### config.mk
export PLATFORM = sky130hd
export DESIGN_NAME = dmem_arbiter_flat
export DESIGN_NICKNAME = d
export VERILOG_FILES = /design/src/rtl/dmem_arbiter_if.sv /design/src/rtl/dmem_arbiter.sv /design/src/flat_wrapper.sv
export SDC_FILE = /design/constraint.sdc
export NUM_CORES = 1
export LEC_CHECK = 0
export ABC_CLOCK_PERIOD_IN_PS = 3350
export BUFFER_PORTS_ARGS = -buffer_cell sky130_fd_sc_hd__buf_4
export CAP_MARGIN = 0
export CORE_AREA = 3 3 115 117
export DETAILED_ROUTE_END_ITERATION = 16
export DIE_AREA = 0 0 118 120
export HOLD_SLACK_MARGIN = 0.02
export PLACE_DENSITY = 0.53
export SLEW_MARGIN = 0
export SYNTH_ARGS = -nofsm -noshare
export SYNTH_HDL_FRONTEND = slang
export SYNTH_SLANG_ARGS = --single-unit
### constraint.sdc
create_clock -name CLK -period 3.35 [get_ports CLK]
set_input_delay 0 -clock CLK [delete_from_list [all_inputs] [get_ports CLK]]
set_output_delay 0 -clock CLK [all_outputs]
set_load 0.05 [all_outputs]
### src/rtl/dmem_arbiter_if.sv
// Purpose: groups the core, debug and memory-side signals of the data-memory arbiter.
// Latency: none here; wires only. The arbiter grants in the same cycle and returns read data one cycle later.
// Backpressure: each requester holds its req until gnt is seen; the core additionally sees c_stall.
// Ports: core port c_*, debug port d_*, memory command/return m_*.
// Modports: slave = arbiter side; master = environment (core, debug port, memory).
interface dmem_arbiter_if #(
  parameter int AW = 32,
  parameter int DW = 32
);
  // core load/store stage
  logic          c_req;
  logic          c_we;
  logic [AW-1:0] c_addr;
  logic [DW-1:0] c_wdata;
  logic          c_gnt;
  logic          c_stall;
  logic          c_rvalid;
  logic [DW-1:0] c_rdata;
  // debug/display port
  logic          d_req;
  logic          d_we;
  logic [AW-1:0] d_addr;
  logic [DW-1:0] d_wdata;
  logic          d_gnt;
  logic          d_rvalid;
  logic [DW-1:0] d_rdata;
  // synchronous-read data memory
  logic          m_en;
  logic          m_we;
  logic [AW-3:0] m_addr;
  logic [DW-1:0] m_wdata;
  logic [DW-1:0] m_rdata;

  modport slave (
    input  c_req, c_we, c_addr, c_wdata,
    input  d_req, d_we, d_addr, d_wdata,
    input  m_rdata,
    output c_gnt, c_stall, c_rvalid, c_rdata,
    output d_gnt, d_rvalid, d_rdata,
    output m_en, m_we, m_addr, m_wdata
  );

  modport master (
    output c_req, c_we, c_addr, c_wdata,
    output d_req, d_we, d_addr, d_wdata,
    output m_rdata,
    input  c_gnt, c_stall, c_rvalid, c_rdata,
    input  d_gnt, d_rvalid, d_rdata,
    input  m_en, m_we, m_addr, m_wdata
  );
endinterface

### src/rtl/dmem_arbiter.sv
// Purpose: arbitrates one data-memory port between the core (priority) and the debug port (anti-starvation).
// Latency: grant in the same cycle as the request; read data one cycle after the grant.
// Backpressure: a deferred requester keeps req high; the core is frozen by the combinational c_stall.
// Ports: CLK, Reset (async, active-low), bus (dmem_arbiter_if.slave: c_*, d_*, m_*).
module dmem_arbiter #(
  parameter int AW           = 32,
  parameter int DW           = 32,
  parameter int STARVE_LIMIT = 4    // 1..15
) (
  input  logic              CLK,
  input  logic              Reset,
  dmem_arbiter_if.slave     bus
);

  typedef enum logic {CORE_PRI, FORCE_DBG} state_t;
  typedef enum logic [1:0] {RS_NONE, RS_CORE, RS_DBG} rsel_t;

  localparam logic [3:0] LIMIT = 4'(STARVE_LIMIT);

  state_t        r_state;
  logic [3:0]    r_starve_cnt;
  rsel_t         r_rsel;
  logic [DW-1:0] r_d_rdata;

  logic          w_c_gnt;
  logic          w_d_gnt;
  logic [3:0]    w_cnt_inc;
  logic          w_unused_addr_lsbs;

  // Word-addressed memory: the byte offset bits are not used.
  assign w_unused_addr_lsbs = ^{bus.c_addr[1:0], bus.d_addr[1:0]};

  // Priority flips for exactly one cycle once debug has lost STARVE_LIMIT times.
  always_comb begin
    w_c_gnt = 1'b0;
    w_d_gnt = 1'b0;
    if (r_state == FORCE_DBG) begin
      w_d_gnt = bus.d_req;
      w_c_gnt = bus.c_req & ~bus.d_req;
    end else begin
      w_c_gnt = bus.c_req;
      w_d_gnt = bus.d_req & ~bus.c_req;
    end
  end

  assign w_cnt_inc = r_starve_cnt + 4'd1;

  always_ff @(posedge CLK or negedge Reset) begin
    if (!Reset) begin
      r_state      <= CORE_PRI;
      r_starve_cnt <= 4'd0;
      r_rsel       <= RS_NONE;
      r_d_rdata    <= '0;
    end else begin
      case (r_state)
        CORE_PRI: begin
          if (w_d_gnt) begin
            r_starve_cnt <= 4'd0;
          end else if (bus.d_req) begin
            r_starve_cnt <= w_cnt_inc;
            if (w_cnt_inc == LIMIT) r_state <= FORCE_DBG;
          end
        end
        default: begin
          // In FORCE_DBG debug is either granted or no longer requesting,
          // so both exit conditions collapse to an unconditional return.
          r_state      <= CORE_PRI;
          r_starve_cnt <= 4'd0;
        end
      endcase

      // Tag the owner of a granted read so its data is steered next cycle.
      if (w_c_gnt && !bus.c_we)      r_rsel <= RS_CORE;
      else if (w_d_gnt && !bus.d_we) r_rsel <= RS_DBG;
      else                           r_rsel <= RS_NONE;

      if (r_rsel == RS_DBG) r_d_rdata <= bus.m_rdata;
    end
  end

  assign bus.c_gnt    = w_c_gnt;
  assign bus.d_gnt    = w_d_gnt;
  assign bus.c_stall  = bus.c_req & ~w_c_gnt;
  assign bus.c_rvalid = (r_rsel == RS_CORE);
  assign bus.d_rvalid = (r_rsel == RS_DBG);
  assign bus.c_rdata  = bus.m_rdata;
  assign bus.d_rdata  = r_d_rdata;

  // Memory command is zero when idle.
  assign bus.m_en    = w_c_gnt | w_d_gnt;
  assign bus.m_we    = (w_c_gnt & bus.c_we) | (w_d_gnt & bus.d_we);
  assign bus.m_addr  = w_c_gnt ? bus.c_addr[AW-1:2]  : (w_d_gnt ? bus.d_addr[AW-1:2]  : '0);
  assign bus.m_wdata = w_c_gnt ? bus.c_wdata         : (w_d_gnt ? bus.d_wdata         : '0);

endmodule

### src/flat_wrapper.sv
// flat-port wrapper written by rule: the top's interface ports become plain ports
module dmem_arbiter_flat 
#(
  parameter int AW           = 32,
  parameter int DW           = 32,
  parameter int STARVE_LIMIT = 4            
)
  (CLK, Reset, bus_c_req, bus_c_we, bus_c_addr, bus_c_wdata, bus_d_req, bus_d_we, bus_d_addr, bus_d_wdata, bus_m_rdata, bus_c_gnt, bus_c_stall, bus_c_rvalid, bus_c_rdata, bus_d_gnt, bus_d_rvalid, bus_d_rdata, bus_m_en, bus_m_we, bus_m_addr, bus_m_wdata);
  dmem_arbiter_if #(.AW(AW), .DW(DW)) bus_i ();
  input  logic CLK;
  input  logic Reset;
  input wire logic [$bits(bus_i.c_req)-1:0] bus_c_req;
  input wire logic [$bits(bus_i.c_we)-1:0] bus_c_we;
  input wire logic [$bits(bus_i.c_addr)-1:0] bus_c_addr;
  input wire logic [$bits(bus_i.c_wdata)-1:0] bus_c_wdata;
  input wire logic [$bits(bus_i.d_req)-1:0] bus_d_req;
  input wire logic [$bits(bus_i.d_we)-1:0] bus_d_we;
  input wire logic [$bits(bus_i.d_addr)-1:0] bus_d_addr;
  input wire logic [$bits(bus_i.d_wdata)-1:0] bus_d_wdata;
  input wire logic [$bits(bus_i.m_rdata)-1:0] bus_m_rdata;
  output wire logic [$bits(bus_i.c_gnt)-1:0] bus_c_gnt;
  output wire logic [$bits(bus_i.c_stall)-1:0] bus_c_stall;
  output wire logic [$bits(bus_i.c_rvalid)-1:0] bus_c_rvalid;
  output wire logic [$bits(bus_i.c_rdata)-1:0] bus_c_rdata;
  output wire logic [$bits(bus_i.d_gnt)-1:0] bus_d_gnt;
  output wire logic [$bits(bus_i.d_rvalid)-1:0] bus_d_rvalid;
  output wire logic [$bits(bus_i.d_rdata)-1:0] bus_d_rdata;
  output wire logic [$bits(bus_i.m_en)-1:0] bus_m_en;
  output wire logic [$bits(bus_i.m_we)-1:0] bus_m_we;
  output wire logic [$bits(bus_i.m_addr)-1:0] bus_m_addr;
  output wire logic [$bits(bus_i.m_wdata)-1:0] bus_m_wdata;
  assign bus_i.c_req = bus_c_req;
  assign bus_i.c_we = bus_c_we;
  assign bus_i.c_addr = bus_c_addr;
  assign bus_i.c_wdata = bus_c_wdata;
  assign bus_i.d_req = bus_d_req;
  assign bus_i.d_we = bus_d_we;
  assign bus_i.d_addr = bus_d_addr;
  assign bus_i.d_wdata = bus_d_wdata;
  assign bus_i.m_rdata = bus_m_rdata;
  assign bus_c_gnt = bus_i.c_gnt;
  assign bus_c_stall = bus_i.c_stall;
  assign bus_c_rvalid = bus_i.c_rvalid;
  assign bus_c_rdata = bus_i.c_rdata;
  assign bus_d_gnt = bus_i.d_gnt;
  assign bus_d_rvalid = bus_i.d_rvalid;
  assign bus_d_rdata = bus_i.d_rdata;
  assign bus_m_en = bus_i.m_en;
  assign bus_m_we = bus_i.m_we;
  assign bus_m_addr = bus_i.m_addr;
  assign bus_m_wdata = bus_i.m_wdata;
  dmem_arbiter #(.AW(AW), .DW(DW), .STARVE_LIMIT(STARVE_LIMIT)) u_core (.CLK(CLK), .Reset(Reset), .bus(bus_i));
endmodule
==> summary.md, run 1 <==
| Metric | Value |
|---|---|
| Slew @ Worst Pin | around 650 ps |
| Max_cap viols | 0 |
| RePlAce Congestion | 0.708 |
| Multi-input logic area | 1100 µm² |
| Setup slack at placement | roughly 1400 ps |
| Worst Clk Skew | around 1.5 ps |
| Slew margin rel. | between 50% and 60% |
| Routed vias | roughly 2800 |
| Leakage | ~0.0026 µW |
| CTS root buffer | clkbuf_16 |
| RSZ-0062 raised after global routing | no |
| Yosys top cell area share | approximately two fifths |
| Critical Path End Type | primary output |
| Cells after DPL | between 600 and 700 |
| Most frequent cells in the layout | 298 x buf_4, 63 x a22o_1, 39 x dfrtp_1, 36 x dlygate4sd3_1, 29 x mux2_1 |
| Fin cells | around 680 |
| Critical Path Fanout Max | 28 |
| Synth area leader | dfrtp_1 |
| Setup TNS | 0 ps |
| R2r setup slk | 1880 ps |
| First-pass GRT wire length | 15100 µm |
| CTS tree | built |
| Share of post-route cells with drive strength above 1 | 62.2% |
| Pins over their slew limit | 0 |
| Seq/Total Area, Yosys | between 40% and 50% |
| Tot GR Track Use | around 13% |
| Tightest Hold Check Type | in -> reg |
| Synth warn | 0 |
| DPL Wire Length | about 8000 µm |
| Fin worst setup slack | about 1100 ps |
| Maximum clock rate | between 400 and 500 MHz |
| Grt ovf | 0 |
| CTS Buf Count | 5 |
| Post-synthesis compound-gate area fraction | a little under a quarter |
| CP top delay family | simple AND/OR/NAND/NOR gates |
| Final setup violation count | 0 |
| Crit path top cell by count | buf_4 |
| Nets | between 600 and 700 |
| # IOs | 299 |
| Most common cell after layout, fill and taps aside | buf_4 |
| Drt pass-1 iters | 5 |
| Drc violations | 0 |
| DR WL/cell | about 15 µm |
| Largest net degree at the start of global routing | 66 |
| Final Hold Vio Count | 0 |
| Crit path time final | about 2200 ps |
| Syn Inst Count | around 210 |
| Routed Antenna Nets | 0 |
| Vias per cell | between 4 and 5 |
| Reg2reg start | u_core.r_state |
| Initial core utilization | about a fifth |
| Routed wire length | 10100 µm |
| Ant diodes | 0 |
| Worst setup startpoint | u_core.r_state |
| Initial DRC count | roughly 100 |
| Leading post-synthesis cells by cell area | dfrtp_1 40%, a22o_1 23%, mux2_1 13%, buf_4 10%, buf_6 2.8% |
| Layout area overhead | 106% |
| Setup repair bufs after CTS | 0 |
| Critical path's slowest cell | dfrtp_1 |
| Status | complete, no violations |
| Die X | between 100 and 150 µm |
| Simple-gate share of the synthesized area | under 10% |
| FP Rows | between 40 and 50 |
| P per Cell Area | approximately 470 nW/µm² |
| Htree depth | 2 |
| Die Ht | approximately 120 µm |
| Die area | between 10000 and 15000 µm² |
| Mapped Nets | 380 |
| # port buffers | 294 |
| Register area | a little under 1000 µm² |
| Initial antenna violation count | 0 |
| Mux cell area share after synthesis | approximately 16% |
| Post-Synth XOR/XNOR Area | 0% |
| Skew-Pair Late Insertion Delay | approximately 280 ps |
| Fill count | 1212 |
| CP max stage delay | about 500 ps |
| Max IR drop VDD | a little under 0.0002 V |
| FF+latch count, synth | 39 |
| Largest family of logic cells by synthesized area | compound AO/OA/AOI/OAI gates |
| Hold Crit Start | bus_d_req |
| Vias in the first global route | around 2900 |
| Buf+Inv Stages, Crit Path | 2 |
| Synth unique cells | 23 |
| CTS Sinks | 39 |
| Crit start category | flip-flop |
| Synth Area in Adders | less than 1% |
| Clock buffer depth | 2 |
| Worst Path Required | between 3000 and 4000 ps |
| Ordered cell list for the critical path | nand2b_1 > and2_2 > buf_4 > a22o_1 > buf_4 |
| Post-synthesis cell area | ~2400 µm² |
| Critical Path AT | roughly 2200 ps |
| Synthesized area per cell | around 11 µm² |
| Clk pin slew, worst setup/hold paths | approximately 60 ps |
| Min-Delay Path Depth | 3 |
| Hold path endpoint | u_core.r_starve_cnt[1] |
| Worst R2R Path Depth | 3 |
| Crit path kind | reg -> out |
| Core area | ~12000 µm² |
| Fin crit share | between 60% and 70% |
| Critical R2R Capture | u_core.r_rsel[0] |
-- worst max path at each step --
stage                           to  slack [ps]  cells after the start
floorplan           bus_m_addr[21]        1850                      4
global placement    bus_m_addr[15]        1460                      5
detailed placement  bus_m_addr[15]        1430                      5
CTS                 bus_m_addr[15]        1110                      5
global route        bus_m_addr[15]         940                      5
finish              bus_m_addr[15]        1110                      5
-- power breakdown --
part / switching (µW) / leakage (µW) / internal, µW
Combinational: 808 / 0.00203 / 463
Sequential: 49.7 / 0.000473 / 567
Clock: 188 / 0.0000696 / 272
Total: 1050 / 0.00258 / 1300
-- worst reg2reg max path: cells and delay by family, from the launching register on --
kind	cells	cell delay [ps]
AOI/OAI and AO/OA	1	150
buffers and inverters	1	530
DFF	1	480
and+or+nand+nor	1	240
-- metal layers --
| metal | GRT usage, % | part of all wire [%] | vias to the layer above |
|---|---|---|---|
| met5 | 0 | 0 | - |
| met4 | 2.64 | 0.47 | 0 |
| met3 | 2.73 | 7.1 | 2 |
| met2 | 24.0 | 54 | 137 |
| met1 | 15.5 | 39 | 1301 |
| li1 | - | - | 1349 |
-- cell type report --
class / instances / share of cell area [%]
Multi-Input combinational cell: 123 / 21.9
Clock buffer: 5 / 2.49
Timing Repair Buffer: 334 / 51.6
Clock inverter: 2 / 0.274
Sequential cell: 39 / 19.4
Tap cell: 172 / 4.28
-- logic make-up (layout without fill, tap and decap cells) --
logic type / Yosys count / after routing
fa+ha+maj: 1 / 1
compound gates: 67 / 67
simple gates: 21 / 21
buf+inv: 51 / 341
flops: 39 / 39
mux: 34 / 34
-- through the flow --
stage	hold slack (ps)	cell area (µm²)	utilization, %	total power (µW)
after floorplan	-296	2440	-	1430
after global placement	7.91	4530	36.3	1860
after detailed placement	9.17	4530	36.3	1870
after CTS	53.4	5030	40.3	2390
after global routing	75.2	5030	40.3	2460
final	58.7	5030	40.3	2350
-- Yosys cell counts (all sizes together) --
| master | number |
|---|---|
| and3 | 1 |
| and2 | 1 |
| o21ai | 1 |
| buf | 51 |
| nand3 | 3 |
| a22o | 63 |
| mux2 | 33 |
| or3 | 1 |
| a21boi | 1 |
| mux2i | 1 |
| dfrtp | 39 |
| nand2 | 2 |
| a21oi | 1 |
| nor4 | 1 |
| a31oi | 1 |
| ha | 1 |
| nand2b | 4 |
| nor2b | 5 |
| nor2 | 2 |
| or2 | 1 |
-- sequential cells by signal (all words and copies together) (netlist names) --
| name | flops |
|---|---|
| u_core.r_starve_cnt | 4 |
| u_core.bus.d_rdata | 32 |
| u_core.r_rsel | 2 |
| u_core.r_state | 1 |
-- timing repair --
item / in CTS / in global routing
hold endpoints to repair: 74 / 0
resized for setup: 0 / 0
hold buffers: 36 / 0
No activity file was read; power rests on OpenSTA's default activity.
==> inputs of run 2 (changes only) <==
- ABC_CLOCK_PERIOD_IN_PS: 3350 -> 1900
- PLACE_DENSITY: 0.53 -> 0.55
- clock period: 3.35 -> 1.9 ns (I/O delays scaled with it)
==> summary.md, run 2 (same netlist as run 1, synthesis figures left out) <==
| Metric | Value |
|---|---|
| Fin cells | 676 (was 675) |
| Clock buffer depth | 2 (unchanged) |
| Fin crit share | between 90% and 100% |
| RePlAce Congestion | 0.762 (was 0.708) |
| Fin worst setup slack | 158 ps (was 1110 ps) |
| Grt ovf | 0 (unchanged) |
| Cell Area, Placed | 4580 µm² (was 4530 µm²) |
| Vias per cell | 4.09 (was 4.13) |
| Net Sw Power | 1830 µW (was 1050 µW) |
| Critical Path End Type | primary output (unchanged) |
| Core area | 12500 µm² (unchanged) |
| Routed vias | 2764 (was 2789) |
| Share of post-route cells with drive strength above 1 | 62.3% (was 62.2%) |
| Int Power | 2310 µW (was 1300 µW) |
| Vias in the first global route | 2851 (was 2906) |
| Logic pwr share | 54.5% (was 54.1%) |
| Setup TNS | 0 ps (unchanged) |
| Pins over their slew limit | 0 (unchanged) |
| CTS root buffer | clkbuf_16 (unchanged) |
| Status | complete, no violations (unchanged) |
| Largest net degree at the start of global routing | 66 (unchanged) |
| Flop pwr share | 26.3% (about the same) |
| Layout area overhead | 108% (was 106%) |
| CTS Buf Count | 5 (unchanged) |
| Critical Path Fanout Max | 53 (was 28) |
| Max FFs per register | 32 (unchanged) |
| Leakage | 0.00259 µW (was 0.00258 µW) |
| Nets | 670 (unchanged) |
| Drt pass-1 iters | 4 (was 5) |
| Pwr Total | 4140 µW (was 2350 µW) |
| Maximum clock rate | ~570 MHz |
| Ordered cell list for the critical path | nand2b_1 > and2_2 > buf_12 > a22o_1 > buf_4 (was nand2b_1 > and2_2 > buf_4 > a22o_1 > buf_4) |
| Final setup violation count | 0 (unchanged) |
| Slew @ Worst Pin | 493 ps (was 654 ps) |
| Post_cts resized | 0 (unchanged) |
| Die area | 14200 µm² (unchanged) |
| Skew-Pair Late Insertion Delay | 270 ps (was 280 ps) |
| P per Cell Area | 816 nW/µm² (was 467 nW/µm²) |
| CTS Sinks | 39 (unchanged) |
| Fill count | 1199 (was 1212) |
| Most common cell after layout, fill and taps aside | buf_4 (unchanged) |
| Setup slack at placement | 485 ps (was 1430 ps) |
| Htree depth | 2 (unchanged) |
| Cells after DPL | 633 (was 632) |
| Critical path's slowest cell | dfrtp_1 (unchanged) |
| RSZ-0062 raised after global routing | no (unchanged) |
| Initial core utilization | 19.6% (unchanged) |
| Initial DRC count | 136 (was 101) |
| Crit path kind | reg -> out (unchanged) |
| Max_cap viols | 0 (unchanged) |
| Tightest Hold Check Type | in -> reg (unchanged) |
| Slew margin rel. | 67.1% (was 56.4%) |
| Routed wire length | 10500 µm (was 10100 µm) |
| DPL Wire Length | 8320 µm (was 8050 µm) |
| Routed Antenna Nets | 0 (unchanged) |
| Critical Path AT | 1740 ps (was 2240 ps) |
| Crit start category | flip-flop (unchanged) |
| Crit path time final | approximately 1700 ps |
| Net Sw Frac | 44.2% (was 44.5%) |
| First-pass GRT wire length | 15500 µm (was 15100 µm) |
| Final Instance Area | 5070 µm² (was 5030 µm²) |
| FP Rows | 41 (unchanged) |
| # port buffers | 294 (unchanged) |
| Tot GR Track Use | 13.6% (was 13.0%) |
| Die X | 118 µm (unchanged) |
| Max IR drop VDD | 0.000330 V (was 0.000194 V) |
| Worst Path Required | 1900 ps (was 3350 ps) |
| Worst Clk Skew | 2.35 ps (was 1.46 ps) |
| Ant diodes | 0 (unchanged) |
| # IOs | 299 (unchanged) |
| DR WL/cell | 15.6 µm (was 14.9 µm) |
| Clk pin slew, worst setup/hold paths | 60 ps (about the same) |
| Drc violations | 0 (unchanged) |
| Clock network fraction of total power | 19.1% (was 19.6%) |
| Die Ht | 120 µm (unchanged) |
| Initial antenna violation count | 0 (unchanged) |
| CTS tree | built (unchanged) |
| Final Hold Vio Count | 0 (unchanged) |
| CP max stage delay | 380 ps (was 510 ps) |
| Most frequent cells in the layout | 296 x buf_4, 63 x a22o_1, 39 x dfrtp_1, 35 x dlygate4sd3_1, 29 x mux2_1 (was 298 x buf_4, 63 x a22o_1, 39 x dfrtp_1, 36 x dlygate4sd3_1, 29 x mux2_1) |
## run 2: cell count changes in the layout (fill, tap and decap cells not counted)
cell | previous run | this run
buf_12 | 0 | 3
buf_4 | 298 | 296
clkbuf_1 | 0 | 1
clkinv_4 | 1 | 0
clkinvlp_4 | 0 | 1
dlygate4sd3_1 | 36 | 35
## run 2: area by class of cell
type                            instances  area, µm²  area share, %
Clock buffer                            6        129           2.54
Tap cell                              172        215           4.25
Clock inverter                          2       12.5          0.247
Sequential cell                        39        976           19.3
Timing Repair Buffer                  334       2630           52.0
Multi-Input combinational cell        123       1100           21.8
## run 2: power by group through the flow
stage	combinational (µW)	clock, µW	sequential (µW)
after global placement	2200	0	1100
after global routing	2350	868	1110
final	2260	791	1090
after CTS	2270	826	1090
after floorplan	889	0	1630
after detailed placement	2210	0	1100
## run 2: path summary, 6_finish.rpt
| path | to | slack (ps) | startpoint | cells past startpoint |
|---|---|---|---|---|
| setup / recovery | bus_m_addr[14] | 160 | u_core.r_state | 5 |
| hold / removal | u_core.r_starve_cnt[1] | 30 | bus_c_req | 3 |
| setup reg to reg | u_core.r_rsel[0] | 650 | u_core.r_state | 4 |
| hold reg to reg | u_core.bus.d_rdata[26] | 490 | u_core.bus.d_rdata[26] | 1 |
| max in group asynchronous | u_core.bus.d_rdata[8] | 1320 | Reset | 2 |
| min in group asynchronous | u_core.bus.d_rdata[30] | 230 | Reset | 2 |
## run 2: per-layer routing
metal  vias up  wire [µm]  GRT usage [%]
li1       1349          -              -
met1      1270       4250           17.1
met2       139       5240           22.7
met3         6        952           4.90
met4         0         89           2.78
met5         -          0              0
## run 2: critical path: cells and delay by family, from the launching register on
family                 cells  cell delay (ps)
buffers and inverters      2              400
AO/OA/AOI/OAI              1              240
flip-flops                 1              380
AND/OR/NAND/NOR            2              420
## run 2: what timing repair did
item                                    in CTS  in global routing
setup buffers                                0                  0
endpoints found under the hold margin       73                  0
endpoints found under the setup margin       0                  0
hold buffers                                35                  0
## run 2: stage by stage
stage	hold slack [ps]	util, %
after detailed placement	7.96	36.7
after floorplan	-296	-
after CTS	20.8	40.7
after global routing	31.6	40.7
final	28.8	40.7
after global placement	-0.231	36.7
